[config.mk]
export PLATFORM = sky130hd
export DESIGN_NAME = pixel_burst_scheduler_flat
export DESIGN_NICKNAME = d
export VERILOG_FILES = /design/src/rtl/pixel_burst_scheduler_if.sv /design/src/rtl/pixel_burst_scheduler.sv /design/src/flat_wrapper.sv
export SDC_FILE = /design/constraint.sdc
export NUM_CORES = 1
export LEC_CHECK = 0
export ABC_CLOCK_PERIOD_IN_PS = 1900
export CORE_MARGIN = 2
export CORE_UTILIZATION = 30
export DETAILED_ROUTE_END_ITERATION = 12
export GPL_TIMING_DRIVEN = 0
export SYNTH_ARGS = -nofsm -noshare
export SYNTH_HDL_FRONTEND = slang
export SYNTH_SLANG_ARGS = --single-unit
export TNS_END_PERCENT = 100
[constraint.sdc]
create_clock -name clk_w -period 1.9 [get_ports clk_w]
set_input_delay 0.19 -clock clk_w [delete_from_list [all_inputs] [get_ports clk_w]]
set_output_delay 0.19 -clock clk_w [all_outputs]
set_load 0.01 [all_outputs]
[src/rtl/pixel_burst_scheduler_if.sv]
`default_nettype none
// ============================================================================
// Module : pixel_burst_scheduler_if
// Brief  : Source/destination FIFO handshake bundle for pixel_burst_scheduler.
// Rev    : 1.0  initial release
// ============================================================================
interface pixel_burst_scheduler_if #(
    parameter int FIFO_AW = 10
);
    logic               enable;
    logic [FIFO_AW-1:0] src_count;
    logic               src_rd;
    logic [16:0]        src_data;
    logic [FIFO_AW-1:0] dst_count_w;
    logic               dst_wr;
    logic [16:0]        dst_data;
    logic               locked;
    logic               frame_done;
    logic               sof_error;
    logic               busy;

    modport master (
        output enable, src_count, src_data, dst_count_w,
        input  src_rd, dst_wr, dst_data, locked, frame_done, sof_error, busy
    );

    modport slave (
        input  enable, src_count, src_data, dst_count_w,
        output src_rd, dst_wr, dst_data, locked, frame_done, sof_error, busy
    );
endinterface
`default_nettype wire

[src/rtl/pixel_burst_scheduler.sv]
`default_nettype none
// ============================================================================
// Module : pixel_burst_scheduler
// Brief  : Moves fixed-length pixel bursts between FIFOs and tracks frame position.
// Rev    : 1.0  initial release
// ============================================================================
module pixel_burst_scheduler #(
    parameter int BURST    = 8,
    parameter int MARGIN   = 4,
    parameter int FIFO_AW  = 10,
    parameter int H_ACTIVE = 320,
    parameter int V_ACTIVE = 240
) (
    input  wire logic               clk_w,
    input  wire logic               rst_n,
    pixel_burst_scheduler_if.slave  bus
);
    localparam int              c_xw       = $clog2(H_ACTIVE + 1);
    localparam int              c_yw       = $clog2(V_ACTIVE + 1);
    localparam logic [FIFO_AW:0] c_depth   = {1'b1, {FIFO_AW{1'b0}}};
    localparam logic [FIFO_AW:0] c_need    = (FIFO_AW + 1)'(BURST + MARGIN);
    localparam logic [FIFO_AW-1:0] c_burst = FIFO_AW'(BURST);
    localparam logic [6:0]      c_last     = 7'(BURST - 1);
    localparam logic [c_xw-1:0] c_x_last   = c_xw'(H_ACTIVE - 1);
    localparam logic [c_yw-1:0] c_y_last   = c_yw'(V_ACTIVE - 1);

    typedef enum logic [1:0] {
        S_IDLE  = 2'd0,
        S_READ  = 2'd1,
        S_DRAIN = 2'd2
    } state_t;

    state_t          state_q;
    logic [6:0]      cnt_q;
    logic            src_rd_q;
    logic            busy_q;
    logic            rd_q;
    logic            dst_wr_q;
    logic [16:0]     dst_data_q;
    logic            locked_q;
    logic            frame_done_q;
    logic            sof_error_q;
    logic [c_xw-1:0] x_q;
    logic [c_yw-1:0] y_q;

    logic            wr_d;
    logic            locked_d;
    logic            frame_done_d;
    logic            sof_error_d;
    logic [c_xw-1:0] x_d;
    logic [c_yw-1:0] y_d;

    logic [FIFO_AW:0] w_dst_free;
    logic             w_grant;

    // Free space is one bit wider so a completely empty FIFO reports full depth.
    assign w_dst_free = c_depth - {1'b0, bus.dst_count_w};
    assign w_grant    = bus.enable && (bus.src_count >= c_burst) && (w_dst_free >= c_need);

    always_ff @(posedge clk_w or negedge rst_n) begin
        if (!rst_n) begin
            state_q  <= S_IDLE;
            cnt_q    <= '0;
            src_rd_q <= 1'b0;
            busy_q   <= 1'b0;
        end else begin
            case (state_q)
                S_IDLE: begin
                    if (w_grant) begin
                        state_q  <= S_READ;
                        src_rd_q <= 1'b1;
                        busy_q   <= 1'b1;
                        cnt_q    <= '0;
                    end
                end
                S_READ: begin
                    if (cnt_q == c_last) begin
                        state_q  <= S_DRAIN;
                        src_rd_q <= 1'b0;
                    end else begin
                        cnt_q <= cnt_q + 7'd1;
                    end
                end
                S_DRAIN: begin
                    state_q <= S_IDLE;
                    busy_q  <= 1'b0;
                end
                default: begin
                    state_q  <= S_IDLE;
                    src_rd_q <= 1'b0;
                    busy_q   <= 1'b0;
                end
            endcase
        end
    end

    // Pixel disposition: SOF resync takes priority over raster advance.
    always_comb begin
        wr_d         = 1'b0;
        frame_done_d = 1'b0;
        sof_error_d  = 1'b0;
        locked_d     = locked_q;
        x_d          = x_q;
        y_d          = y_q;
        if (rd_q) begin
            if (bus.src_data[16]) begin
                wr_d        = 1'b1;
                sof_error_d = locked_q && ((x_q != '0) || (y_q != '0));
                locked_d    = 1'b1;
                x_d         = c_xw'(1);
                y_d         = '0;
            end else if (locked_q) begin
                wr_d = 1'b1;
                if (x_q == c_x_last) begin
                    x_d = '0;
                    if (y_q == c_y_last) begin
                        y_d          = '0;
                        frame_done_d = 1'b1;
                    end else begin
                        y_d = y_q + 1'b1;
                    end
                end else begin
                    x_d = x_q + 1'b1;
                end
            end
        end
    end

    always_ff @(posedge clk_w or negedge rst_n) begin
        if (!rst_n) begin
            rd_q         <= 1'b0;
            dst_wr_q     <= 1'b0;
            dst_data_q   <= '0;
            locked_q     <= 1'b0;
            frame_done_q <= 1'b0;
            sof_error_q  <= 1'b0;
            x_q          <= '0;
            y_q          <= '0;
        end else begin
            rd_q         <= src_rd_q;
            dst_wr_q     <= wr_d;
            frame_done_q <= frame_done_d;
            sof_error_q  <= sof_error_d;
            locked_q     <= locked_d;
            x_q          <= x_d;
            y_q          <= y_d;
            if (wr_d) begin
                dst_data_q <= bus.src_data;
            end
        end
    end

    assign bus.src_rd     = src_rd_q;
    assign bus.busy       = busy_q;
    assign bus.dst_wr     = dst_wr_q;
    assign bus.dst_data   = dst_data_q;
    assign bus.locked     = locked_q;
    assign bus.frame_done = frame_done_q;
    assign bus.sof_error  = sof_error_q;
endmodule
`default_nettype wire

[src/flat_wrapper.sv]
// flat-port wrapper written by rule: the top's interface ports become plain ports
module pixel_burst_scheduler_flat 
#(
    parameter int BURST    = 8,
    parameter int MARGIN   = 4,
    parameter int FIFO_AW  = 10,
    parameter int H_ACTIVE = 320,
    parameter int V_ACTIVE = 240
)
  (clk_w, rst_n, bus_enable, bus_src_count, bus_src_data, bus_dst_count_w, bus_src_rd, bus_dst_wr, bus_dst_data, bus_locked, bus_frame_done, bus_sof_error, bus_busy);
  pixel_burst_scheduler_if #(.FIFO_AW(FIFO_AW)) bus_i ();
  input  wire logic clk_w;
  input  wire logic rst_n;
  input wire logic [$bits(bus_i.enable)-1:0] bus_enable;
  input wire logic [$bits(bus_i.src_count)-1:0] bus_src_count;
  input wire logic [$bits(bus_i.src_data)-1:0] bus_src_data;
  input wire logic [$bits(bus_i.dst_count_w)-1:0] bus_dst_count_w;
  output wire logic [$bits(bus_i.src_rd)-1:0] bus_src_rd;
  output wire logic [$bits(bus_i.dst_wr)-1:0] bus_dst_wr;
  output wire logic [$bits(bus_i.dst_data)-1:0] bus_dst_data;
  output wire logic [$bits(bus_i.locked)-1:0] bus_locked;
  output wire logic [$bits(bus_i.frame_done)-1:0] bus_frame_done;
  output wire logic [$bits(bus_i.sof_error)-1:0] bus_sof_error;
  output wire logic [$bits(bus_i.busy)-1:0] bus_busy;
  assign bus_i.enable = bus_enable;
  assign bus_i.src_count = bus_src_count;
  assign bus_i.src_data = bus_src_data;
  assign bus_i.dst_count_w = bus_dst_count_w;
  assign bus_src_rd = bus_i.src_rd;
  assign bus_dst_wr = bus_i.dst_wr;
  assign bus_dst_data = bus_i.dst_data;
  assign bus_locked = bus_i.locked;
  assign bus_frame_done = bus_i.frame_done;
  assign bus_sof_error = bus_i.sof_error;
  assign bus_busy = bus_i.busy;
  pixel_burst_scheduler #(.BURST(BURST), .MARGIN(MARGIN), .FIFO_AW(FIFO_AW), .H_ACTIVE(H_ACTIVE), .V_ACTIVE(V_ACTIVE)) u_core (.clk_w(clk_w), .rst_n(rst_n), .bus(bus_i));
endmodule
==> Yosys cells after proc, flatten, opt, wreduce, memory -nomap -nowiden <==
Cells that the tools add are included.
{ "op_classes": {"n_bitwise": 2, "muxes": 27, "add_sub_neg": 4, "n_eq_ne": 8, "n_reduce_logical": 17, "magnitude_cmp": 2} }
{ "op_table": {"columns": ["operator", "count"], "rows": [
  ["2-to-1 mux 8 bit", 4],
  ["2-to-1 mux 9 bit", 3],
  ["2-to-1 mux 7 bit", 2],
  ["case mux 7 bit (2 select lines)", 1],
  ["2-to-1 mux 1 bit", 12],
  [">= comparator 11 x 4 -> 1 bit, second input constant", 1],
  ["subtractor 11 x 10 -> 11 bit, first input constant", 1],
  [">= comparator 10 x 4 -> 1 bit, second input constant", 1],
  ["adder 9 x 1 -> 9 bit, second input constant", 1],
  ["== test 9 bit, second input constant", 1],
  ["AND reduction 3 bit", 3],
  ["nonzero test 9 bit", 1],
  ["adder 8 x 1 -> 8 bit, second input constant", 1],
  ["== test 8 bit, second input constant", 1],
  ["AND reduction 2 bit", 4],
  ["nonzero test 8 bit", 1],
  ["adder 7 x 1 -> 7 bit, second input constant", 1],
  ["== test 7 x 3 -> 1 bit, second input constant", 1],
  ["nonzero test 2 bit", 3],
  ["2-to-1 mux 2 bit", 2],
  ["inequality test 2 x 1 -> 1 bit, second input constant", 2],
  ["case mux 2 bit (2 select lines)", 1],
  ["logical AND 1 bit", 3],
  ["case mux 1 bit (3 select lines)", 1],
  ["other kinds (7)", 8]
]} }
{ "word_totals": {"ff_bits": 50, "out_inout_bits": 23, "in_bits": 40} }

==> Longest topological paths before layout <==
{ "depth": {"depth_word": 6, "depth_mapped": 7, "depth_no_buf": 5} }

==> Worst setup path before layout <==
Ideal clock, no wire load.
{ "synth_timing": {"kind": "reg-to-reg", "startpoint": "reg u_core.x_q[0]", "endpoint": "reg u_core.y_q[3]", "t_required_ns": 1.796, "synth_period_minus_slack_ns": 1.543, "slack_ns": 0.357, "arrival_time_ns": 1.439, "stages_incl_launch_ff": 6, "path_cell_list": "dfrtp_1 -> ha_1 -> and4bb_4 -> nand3_4 -> or4_1 -> o311ai_1"} }
{ "synth_between": {"elab_chain_cells": 3} }
{ "synth_rtl": {"columns": ["element", "line", "source"], "rows": [
  ["start: declaration", "pixel_burst_scheduler.sv:43", "logic [c_xw-1:0] x_q;"],
  ["start signal: assignment", "pixel_burst_scheduler.sv:137", "x_q <= '0;"],
  ["start signal: assignment", "pixel_burst_scheduler.sv:145", "x_q <= x_d;"],
  ["== test 9 bit", "pixel_burst_scheduler.sv:114", "if (x_q == c_x_last) begin"],
  ["nonzero test 2 bit (no line)", null, null],
  ["AND reduction 3 bit (no line)", null, null],
  ["end signal: assignment", "pixel_burst_scheduler.sv:146", "y_q <= y_d;"],
  ["end: declaration", "pixel_burst_scheduler.sv:44", "logic [c_yw-1:0] y_q;"]
]} }
No other way between the ends.
A chain may end at the register's enable or synchronous reset.

==> Worst setup path in the final report <==
{ "layout_timing": {"startpoint": "reg u_core.x_q[1]", "endpoint": "reg u_core.y_q[3]"} }
Same word-level chain as after synthesis.

==> results.py <==
metrics = {
    "run_status": {
        "status": "finished, final reports clean",
    },
    "placement": {
        "dp_hpwl_mm": 3.82,
        "placed_cells": 422,
        "pre_cts_slack_ps": -73.2,
        "postPlaceCellArea_um2": 3180,
        "io_buffer_count": 59,
        "gp_congestion": 0.768,
    },
    "worst_setup_path": {
        "crit_slowest_cell": "or4_1",
        "crit_family": "simple AND/OR/NAND/NOR gates",
        "start_kind": "register",
        "max_stage_delay_ps": 490,
        "cp_num_buf_inv": 0,
        "required_ps": 2100,
        "critical_path_class": "reg -> reg",
        "path_cells": "ha_1 > and4bb_4 > nand3_4 > or4_1 > o311ai_1",
        "end_kind": "register",
        "crit_arrival_ps": 1910,
        "cp_max_fo": 7,
    },
    "finish": {
        "drive_gt1_frac": 0.0821,
        "finalNonFillerCells": 431,
        "nets": 373,
        "layout_common_cells": "73 x nand2_1, 58 x clkdlybuf4s50_1, 50 x dfrtp_1",
        "final_common_cell": "nand2_1",
        "antenna_cells": 0,
        "final_cell_area_um2": 3300,
        "area_growth_pct": 35.0,
    },
    "die": {
        "num_rows": 32,
        "core_area_um2": 7810,
        "initial_core_util": 0.313,
        "die_y_um": 94.3,
        "fp.dieW_um": 94.3,
        "num_io_pins": 63,
        "die-area_um2": 8890,
    },
    "sta": {
        "fmax_mhz": 585,
        "layout_setup_ws_ps": 192,
        "hold_viol": 0,
        "finClkSkew_ps": 6.59,
        "tightest_slew_ps": 621,
        "setup_tns_ps": 0,
        "rsz0062_at_grt": "false",
        "slew_headroom": 0.583,
        "finalCritPeriodShare": 0.899,
        "min_period_ps": 1710,
        "setup_viol": 0,
        "slew_viol_final": 0,
    },
    "clocking": {
        "htree_levels": 2,
        "cts_tree": "built",
        "cts.sink_count": 50,
        "cts_buffers": 5,
        "clk_latency_ps": 300,
        "cts_root_buf": "clkbuf_8",
        "post_cts_buffers": 0,
        "clkTransAtPathRegs_ps": 100,
        "clockBufferDepth": 2,
    },
    "drt": {
        "drtIter0Drc": 78,
        "drt-total-wl_mm": 5.20,
        "wl_per_cell_um": 12.1,
        "drc": 0,
        "via_per_inst": 4.70,
        "vias": 2025,
        "ant_nets": 0,
        "firstDrtPassIters": 4,
    },
    "min_path": {
        "hold_path_class": "in -> async",
    },
    "yosys": {
        "ys.warnings.count": 0,
        "syn_area_um2": 2450,
        "ys.flop_type": "dfrtp_1",
        "ys_async_sr_fraction": 1.00,
        "ys_ff_latch": 50,
        "synth_cell_type_count": 50,
        "avgSynthCellArea_um2": 9.41,
        "synth_edf_count": 0,
        "syn_nets": 305,
        "yosysSeqAreaShare": 0.512,
        "netlist_instances": 260,
    },
    "grt": {
        "use_met3": 0.0345,
        "grt.total_usage": 0.128,
        "grt_busiest_layer": "met2",
        "grt_pass1_vias": 1961,
        "gr-usage-met2": 0.207,
        "antenna_found_initial": 0,
        "grt_use_met1": 0.170,
        "grt_max_degree": 33,
        "grt.overflow.total": 0,
        "grt_pass1_wl_mm": 9.09,
    },
    "power": {
        "max-vdd-ir-drop_mv": 0.532,
        "leakagePower_uw": 0.00146,
        "power_density_nw_per_um2": 1250,
    },
    "flow_run": {
        "maxCapViolCount": 0,
    },
}
## synthesized netlist by cell type (all sizes together), types with 4 or more instances
| cell | number | area, um^2 |
|---|---|---|
| nand2 | 73 | 274 |
| dfrtp | 50 | 1250 |
| nor2 | 13 | 48.8 |
| inv | 12 | 45.0 |
| nand3 | 10 | 62.6 |
| xor2 | 8 | 70.1 |
| nand2b | 7 | 43.8 |
| nand4 | 7 | 43.8 |
| o21ai | 7 | 38.8 |
| buf | 6 | 55.1 |
| ha | 5 | 62.6 |
| nor4 | 5 | 31.3 |
| o22ai | 5 | 31.3 |
| and3 | 4 | 26.3 |
| nor3 | 4 | 25.0 |
| or3 | 4 | 26.3 |
## layout make-up
type	count	area (um^2)
multi-input cells	190	1090
repair buffers	61	616
well taps	102	128
plain buffers	8	63.8
flip-flops and latches	50	1250
inverters	12	45.0
clock buffers	5	68.8
clock inverters	3	43.8
fillers	768	4510
## state kept, by name (all words and copies together), names as in the netlist
signal and cells:
u_core.bus.busy 1, u_core.bus.dst_data 17, u_core.bus.dst_wr 1, u_core.bus.frame_done 1
u_core.bus.locked 1, u_core.bus.sof_error 1, u_core.bus.src_rd 1, u_core.cnt_q 7
u_core.rd_q 1, u_core.state_q 2, u_core.x_q 9, u_core.y_q 8
## through the flow
step	hold WS (ps)	power, uW	utilization
global route	402	4460	0.423
global placement	388	3370	0.405
detailed placement	171	3400	0.407
CTS	377	4180	0.423
finish	362	4120	0.423
floorplan	-106	2610	-
## metal layers
layer  part of all wire  up-vias
met5                  0        -
met1               0.47      947
met4             0.0092        0
met2               0.47       46
li1                   -     1027
met3              0.053        5
## power by group
group / internal [uW] / switching, uW
Combinational: 845 / 824
Sequential: 1420 / 267
Clock: 395 / 367
## what timing repair did
action,4_1_cts,5_1_grt
hold buffers,1,0
endpoints found under the hold margin,18,0
resized for setup,0,0
## logic make-up after synthesis
kind of cell | after synthesis | share of synthesized area
AO/OA/AOI/OAI | 33 | 0.0931
AND/OR/NAND/NOR | 141 | 0.286
buffers and inverters | 20 | 0.0445
flip-flops | 50 | 0.512
XOR/XNOR | 11 | 0.0394
adder cells (fa/ha/maj) | 5 | 0.0256
## worst reg2reg max path: cells and delay by family (launching register included)
family | cells | cell delay (ps)
compound gates | 1 | 90
fa+ha+maj | 1 | 230
flops | 1 | 380
simple gates | 3 | 920
## path summary, 6_finish.rpt
kind | from | to | slack, ps | cells after the start
setup / recovery | u_core.x_q[1] | u_core.y_q[3] | 190 | 5
hold / removal | rst_n | u_core.cnt_q[6] | 360 | 2
setup reg to reg | u_core.x_q[1] | u_core.y_q[3] | 190 | 5
hold reg to reg | u_core.bus.src_rd | u_core.rd_q | 420 | 0
max in group asynchronous | rst_n | u_core.bus.dst_data[4] | 1010 | 3
min in group clk_w | bus_src_data[10] | u_core.bus.dst_data[10] | 400 | 3
No activity file was read; power rests on OpenSTA's default activity.
